[src/rtl/mem_arb_pkg.sv]
// Shared types and constants for the fetch/data memory arbiter.
package mem_arb_pkg;

    typedef enum logic [1:0] {
        IDLE = 2'd0,
        BUSY = 2'd1,
        RESP = 2'd2
    } state_e;

    typedef enum logic {
        OWN_IF = 1'b0,
        OWN_D  = 1'b1
    } owner_e;

    localparam logic [1:0] SIZE_BYTE = 2'd0;
    localparam logic [1:0] SIZE_HALF = 2'd1;
    localparam logic [1:0] SIZE_WORD = 2'd2;

    localparam logic MEM_READ  = 1'b0;
    localparam logic MEM_WRITE = 1'b1;

endpackage

[src/rtl/mem_arbiter_arb_pick.sv]
// Fixed-priority pick: data wins unless fetch has been starved to the limit.
module arb_pick (
    input  logic if_req,
    input  logic d_req,
    input  logic starve_full,
    output logic grant_if,
    output logic grant_d
);

    // Winner selection for one arbitration cycle
    always_comb begin
        grant_if = 1'b0;
        grant_d  = 1'b0;
        if (d_req && !(if_req && starve_full)) begin
            grant_d = 1'b1;
        end else if (if_req) begin
            grant_if = 1'b1;
        end else begin
            grant_if = 1'b0;
            grant_d  = 1'b0;
        end
    end

endmodule

[src/rtl/mem_arbiter.sv]
// Shares one single-ported memory between instruction fetch and the load/store unit.
module mem_arbiter
    import mem_arb_pkg::*;
#(
    parameter int ADDR_W       = 32,
    parameter int DATA_W       = 32,
    parameter int MEM_LATENCY  = 1,
    parameter int STARVE_LIMIT = 4
) (
    input  logic              clock,
    input  logic              reset,
    input  logic              if_req,
    input  logic [ADDR_W-1:0] if_addr,
    output logic              if_gnt,
    output logic              if_rvalid,
    output logic [DATA_W-1:0] if_rdata,
    input  logic              d_req,
    input  logic              d_we,
    input  logic [ADDR_W-1:0] d_addr,
    input  logic [DATA_W-1:0] d_wdata,
    input  logic [1:0]        d_size,
    output logic              d_gnt,
    output logic              d_rvalid,
    output logic [DATA_W-1:0] d_rdata,
    output logic              mem_en,
    output logic [ADDR_W-1:0] mem_address,
    output logic              mem_read_write,
    output logic [DATA_W-1:0] mem_data_in,
    output logic [1:0]        mem_access_size,
    input  logic [DATA_W-1:0] mem_data_out
);

    localparam int LAT_W = (MEM_LATENCY > 1) ? $clog2(MEM_LATENCY) : 1;
    localparam int STV_W = $clog2(STARVE_LIMIT + 1);
    localparam logic [LAT_W-1:0] LAT_LAST = LAT_W'(MEM_LATENCY - 1);
    localparam logic [STV_W-1:0] STV_MAX  = STV_W'(STARVE_LIMIT);

    state_e              state_q, state_d;
    owner_e              owner_q, owner_d;
    logic [STV_W-1:0]    starve_q, starve_d;
    logic [LAT_W-1:0]    lat_q, lat_d;
    logic [ADDR_W-1:0]   addr_q, addr_d;
    logic                we_q, we_d;
    logic [DATA_W-1:0]   wdata_q, wdata_d;
    logic [1:0]          size_q, size_d;
    logic                if_rvalid_q, if_rvalid_d;
    logic                d_rvalid_q, d_rvalid_d;
    logic [DATA_W-1:0]   if_rdata_q, if_rdata_d;
    logic [DATA_W-1:0]   d_rdata_q, d_rdata_d;
    logic                mem_en_q, mem_en_d;
    logic                mem_rw_q, mem_rw_d;

    logic                arb_ok_s;
    logic                pick_if_s;
    logic                pick_d_s;

    arb_pick u_arb_pick (
        .if_req      (if_req),
        .d_req       (d_req),
        .starve_full (starve_q == STV_MAX),
        .grant_if    (pick_if_s),
        .grant_d     (pick_d_s)
    );

    // Grants are only offered while arbitrating and never during reset
    assign arb_ok_s = !reset && ((state_q == IDLE) || (state_q == RESP));
    assign if_gnt   = arb_ok_s && pick_if_s;
    assign d_gnt    = arb_ok_s && pick_d_s;

    // Next-state, access latching and response capture
    always_comb begin
        state_d     = state_q;
        owner_d     = owner_q;
        starve_d    = starve_q;
        lat_d       = lat_q;
        addr_d      = addr_q;
        we_d        = we_q;
        wdata_d     = wdata_q;
        size_d      = size_q;
        if_rvalid_d = 1'b0;
        d_rvalid_d  = 1'b0;
        if_rdata_d  = if_rdata_q;
        d_rdata_d   = d_rdata_q;
        case (state_q)
            IDLE, RESP: begin
                if (if_gnt) begin
                    state_d  = BUSY;
                    owner_d  = OWN_IF;
                    addr_d   = if_addr;
                    we_d     = MEM_READ;
                    wdata_d  = {DATA_W{1'b0}};
                    size_d   = SIZE_WORD;
                    lat_d    = {LAT_W{1'b0}};
                    starve_d = {STV_W{1'b0}};
                end else if (d_gnt) begin
                    state_d  = BUSY;
                    owner_d  = OWN_D;
                    addr_d   = d_addr;
                    we_d     = d_we;
                    wdata_d  = d_wdata;
                    size_d   = d_size;
                    lat_d    = {LAT_W{1'b0}};
                    if (if_req && (starve_q != STV_MAX)) begin
                        starve_d = starve_q + STV_W'(1);
                    end else begin
                        starve_d = starve_q;
                    end
                end else begin
                    state_d = IDLE;
                end
            end
            BUSY: begin
                if (lat_q == LAT_LAST) begin
                    state_d = RESP;
                    lat_d   = {LAT_W{1'b0}};
                    if (owner_q == OWN_IF) begin
                        if_rvalid_d = 1'b1;
                        if_rdata_d  = mem_data_out;
                    end else begin
                        d_rvalid_d = 1'b1;
                        d_rdata_d  = (we_q == MEM_WRITE) ? {DATA_W{1'b0}} : mem_data_out;
                    end
                end else begin
                    lat_d = lat_q + LAT_W'(1);
                end
            end
            default: begin
                state_d = IDLE;
            end
        endcase
        mem_en_d = (state_d == BUSY);
        mem_rw_d = (state_d == BUSY) && (we_d == MEM_WRITE);
    end

    // State and output registers with synchronous reset
    always_ff @(posedge clock) begin
        if (reset) begin
            state_q     <= IDLE;
            owner_q     <= OWN_IF;
            starve_q    <= {STV_W{1'b0}};
            lat_q       <= {LAT_W{1'b0}};
            addr_q      <= {ADDR_W{1'b0}};
            we_q        <= MEM_READ;
            wdata_q     <= {DATA_W{1'b0}};
            size_q      <= SIZE_BYTE;
            if_rvalid_q <= 1'b0;
            d_rvalid_q  <= 1'b0;
            if_rdata_q  <= {DATA_W{1'b0}};
            d_rdata_q   <= {DATA_W{1'b0}};
            mem_en_q    <= 1'b0;
            mem_rw_q    <= 1'b0;
        end else begin
            state_q     <= state_d;
            owner_q     <= owner_d;
            starve_q    <= starve_d;
            lat_q       <= lat_d;
            addr_q      <= addr_d;
            we_q        <= we_d;
            wdata_q     <= wdata_d;
            size_q      <= size_d;
            if_rvalid_q <= if_rvalid_d;
            d_rvalid_q  <= d_rvalid_d;
            if_rdata_q  <= if_rdata_d;
            d_rdata_q   <= d_rdata_d;
            mem_en_q    <= mem_en_d;
            mem_rw_q    <= mem_rw_d;
        end
    end

    assign if_rvalid       = if_rvalid_q;
    assign if_rdata        = if_rdata_q;
    assign d_rvalid        = d_rvalid_q;
    assign d_rdata         = d_rdata_q;
    assign mem_en          = mem_en_q;
    assign mem_read_write  = mem_rw_q;
    assign mem_address     = addr_q;
    assign mem_data_in     = wdata_q;
    assign mem_access_size = size_q;

endmodule

[config.mk]
export PLATFORM = sky130hd
export DESIGN_NAME = mem_arbiter
export DESIGN_NICKNAME = d
export VERILOG_FILES = /design/src/rtl/mem_arb_pkg.sv /design/src/rtl/mem_arbiter_arb_pick.sv /design/src/rtl/mem_arbiter.sv
export SDC_FILE = /design/constraint.sdc
export NUM_CORES = 1
export LEC_CHECK = 0
export BUFFER_PORTS_ARGS = -buffer_cell sky130_fd_sc_hd__buf_2
export CAP_MARGIN = 20
export CORE_ASPECT_RATIO = 1.1
export CORE_MARGIN = 4
export CORE_UTILIZATION = 45
export DETAILED_ROUTE_END_ITERATION = 12
export GPL_ROUTABILITY_DRIVEN = 1
export MAX_ROUTING_LAYER = met4
export PLACE_DENSITY = 0.79
export SKIP_CTS_REPAIR_TIMING = 1
export SLEW_MARGIN = 30
export SYNTH_ARGS = -nofsm -noshare
export SYNTH_HDL_FRONTEND = slang
export SYNTH_HIERARCHICAL = 1
export SYNTH_SLANG_ARGS = --single-unit
[constraint.sdc]
create_clock -name clock -period 4.1 [get_ports clock]
set_input_delay 1.025 -clock clock [delete_from_list [all_inputs] [get_ports clock]]
set_output_delay 1.025 -clock clock [all_outputs]
set_load 0.01 [all_outputs]
==> impl_results.md <==
- Final hold vios: 0
- DRT Pass-1 Iters: 5
- Register area share after synthesis: 51.8%
- Vias in the first global route: 5057
- Vias per cell: 5.30
- Buf+Inv Stages, Crit Path: 3
- Crit start category: register
- Critical path arrival: 2.28 ns
- VDD IR-drop max: 0.337 mV
- Crit path required time: 3.07 ns
- Top-area cell type share of the netlist area: 51.8%
- Worst-path maximum fanout: 7
- Final min period: 3.30 ns
- Design area: 0.00742 mm²
- Core area: 0.0116 mm²
- Synth Register Bits: 141
- Dominant cells by area after synthesis: dfxtp_1 (52%), a21oi_1 (9.1%), nand2_1 (6.8%)
- Clk buf depth: 2
- CTS buffer count: 17
- Max Transition Viols Final: 0
- Post-synthesis cell count: 560
- Final wirelength: 16100 µm
- R2R Path Start: starve_q[0]
- I/O Pins: 271
- Antenna-violating nets left: 0
- R2r endpoint: mem_address[2]
- Initial DRC Count: 279
- Clk slew on worst S/H paths: 0.06 ns
- Number of synthesized flops with an enable pin: 0
- Crit share post-route: 80.5%
- Yosys warnings: 6
- Crit path from: starve_q[0]
- Worst path cell trace: inv_1 > ha_1 > and2_1 > a21boi_1 > or3b_1 > inv_1 > buf_2
- Distinct cells, synth: 31
- Worst path most repeated cell: inv_1
- Root Buffer: clkbuf_16
- Synth Flop Type: dfxtp_1
- Setup violators final: 0
- CP Class: register to primary output
- Worst setup EP type: primary output
- HP Class: register to register
- Initial core utilization: 46.8%
- GR Overflow Total: 0
- Post-synth top cells: dfxtp_1 (141), a21oi_1 (99), nand2_1 (98)
- Die area: 0.0139 mm²
- Critical path depth: 7
- H-Tree Depth: 4
- Cell Area, Synth: 0.00545 mm²
- Cell taking the most area after synthesis: dfxtp_1
- R2r setup slk: 1.81 ns
- CTS tree: done
- Global-route wire length before repair: 24600 µm
- Syn_area_per_cell: 9.72 µm²
- Die X: 113 µm
- Nets: 944
- Post-synth ARST share: 0%
- Final estimated routing congestion in global placement: 0.846
- Worst relative slew slack: 38.5%
- Worst-margin pin slew: 0.922 ns
- CP max stage delay: 0.45 ns
- Fill cells: 980
- Slowest cell on the critical path: or3b_1
- Largest net degree at the start of global routing: 64
- Worst setup endpoint: d_gnt
- Core Rows: 41
- Antenna violations before repair: 1
- DRC: 0
- Clock latency on the worst-skew pair: 0.42 ns
- Power per cell area: 457 mW/mm²
- Dpl cell area: 0.00683 mm²
- Setup Skew: 0.00788 ns
- Unrepaired setup endpoints after global routing: false
- Clock Sinks: 141
- Die Ht: 123 µm
- Synth Net Count: 697
- Status: complete, no violations
- Via Count: 5153
- CP top delay family: simple AND/OR/NAND/NOR gates
- Routed length per instance: 16.5 µm
- Hpwl dp: 11500 µm
- Min-Delay Path Depth: 2
- Count leader, synth: dfxtp_1
- Max-Cap Viols: 0
- Fraction of layout instances using a drive strength above 1: 42.6%
- Total track usage: 22.9%
- Area grow syn2layout: 36.3%
- R2r worst-path depth: 7
- Setup tns final: 0 ns
- Highest Clock Rate: 0.303 GHz
- I/O Buffers: 270
- Pleak: 3.36 nW
==> tightest hold or removal path, cell delays in order, from the launching register on <==
cell     delay, ns
dfxtp_1       0.30
nand2_1       0.05
a21oi_1       0.05
==> worst min-delay path by stage <==
stage / endpoint / slack, ns / startpoint
floorplan: state_q[1] / 0.46 / state_q[1]
global placement: d_rdata[4] / 0.44 / d_rdata[4]
detailed placement: d_rdata[30] / 0.44 / d_rdata[30]
CTS: d_rdata[30] / 0.45 / d_rdata[30]
global route: d_rdata[30] / 0.47 / d_rdata[30]
finish: d_rdata[30] / 0.45 / d_rdata[30]
==> metrics by stage <==
| step | worst slack, ns | power [mW] | std cells | hold WS, ns | util [%] |
|---|---|---|---|---|---|
| 2_1_floorplan | 1.09 | 1.75 | 560 | 0.460 | - |
| 3_3_place_gp | 0.894 | 1.91 | 938 | 0.436 | 58.6 |
| 3_5_place_dp | 0.841 | 1.93 | 938 | 0.441 | 58.6 |
| 4_1_cts | 0.774 | 3.43 | 970 | 0.448 | 63.7 |
| 5_1_grt | 0.598 | 3.53 | 971 | 0.469 | 63.7 |
| 6_report | 0.798 | 3.39 | 972 | 0.447 | 63.7 |
==> state kept, by name, indices dropped and copies added (netlist names) <==
| register | count |
|---|---|
| d_rdata | 32 |
| d_rvalid | 1 |
| if_rdata | 32 |
| if_rvalid | 1 |
| mem_access_size | 2 |
| mem_address | 32 |
| mem_data_in | 32 |
| mem_en | 1 |
| mem_read_write | 1 |
| owner_q | 1 |
| starve_q | 3 |
| state_q | 2 |
| we_q | 1 |
==> routing by layer <==
layer	global-route usage (%)	up-vias	wire length [µm]	share of wire, %
met5	-	-	0	0
met4	11.0	0	412	2.6
met3	6.61	35	1480	9.2
met2	37.5	241	7910	49
met1	26.0	2403	6270	39
li1	-	2474	-	-
==> cell families (layout without fill, tap and decap cells) <==
family          count (synthesis)  after routing  synth area share (%)
compound gates                174            174                  23.0
mux                            32             32                  5.88
simple gates                  154            154                  13.8
flops                         141            141                  51.8
other cells                     0              2                     0
fa+ha+maj                       2              2                 0.459
buf+inv                        57            317                  5.10
==> cell usage in the layout, fill, tap and decap left out, types with 5 or more instances in the layout <==
| cell type | n |
|---|---|
| a211oi_2 | 29 |
| inv_1 | 6 |
| nor2_1 | 7 |
| nand2_1 | 98 |
| a21oi_1 | 99 |
| buf_4 | 10 |
| a22o_1 | 33 |
| clkbuf_16 | 17 |
| nand3b_1 | 33 |
| dfxtp_1 | 140 |
| buf_2 | 269 |
| mux2i_1 | 32 |
| clkinv_4 | 5 |
==> where the power goes <==
group	leakage, nW	switching (mW)	internal [mW]
clock	0.282	0.578	0.909
sequential	1.15	0.0415	1.44
combinational	1.93	0.236	0.181
total	3.36	0.855	2.53
==> area by class of cell <==
class / instances / area [µm²] / area share, %
diodes: 2 / 5.00 / 0.0675
multi-input cells: 362 / 2370 / 32.0
flip-flops and latches: 141 / 2820 / 38.1
repair buffers: 279 / 1420 / 19.2
clock inverters: 14 / 146 / 1.97
inverters: 6 / 22.5 / 0.304
well taps: 150 / 188 / 2.53
clock buffers: 18 / 439 / 5.92
(Power assumes the default switching activity.)
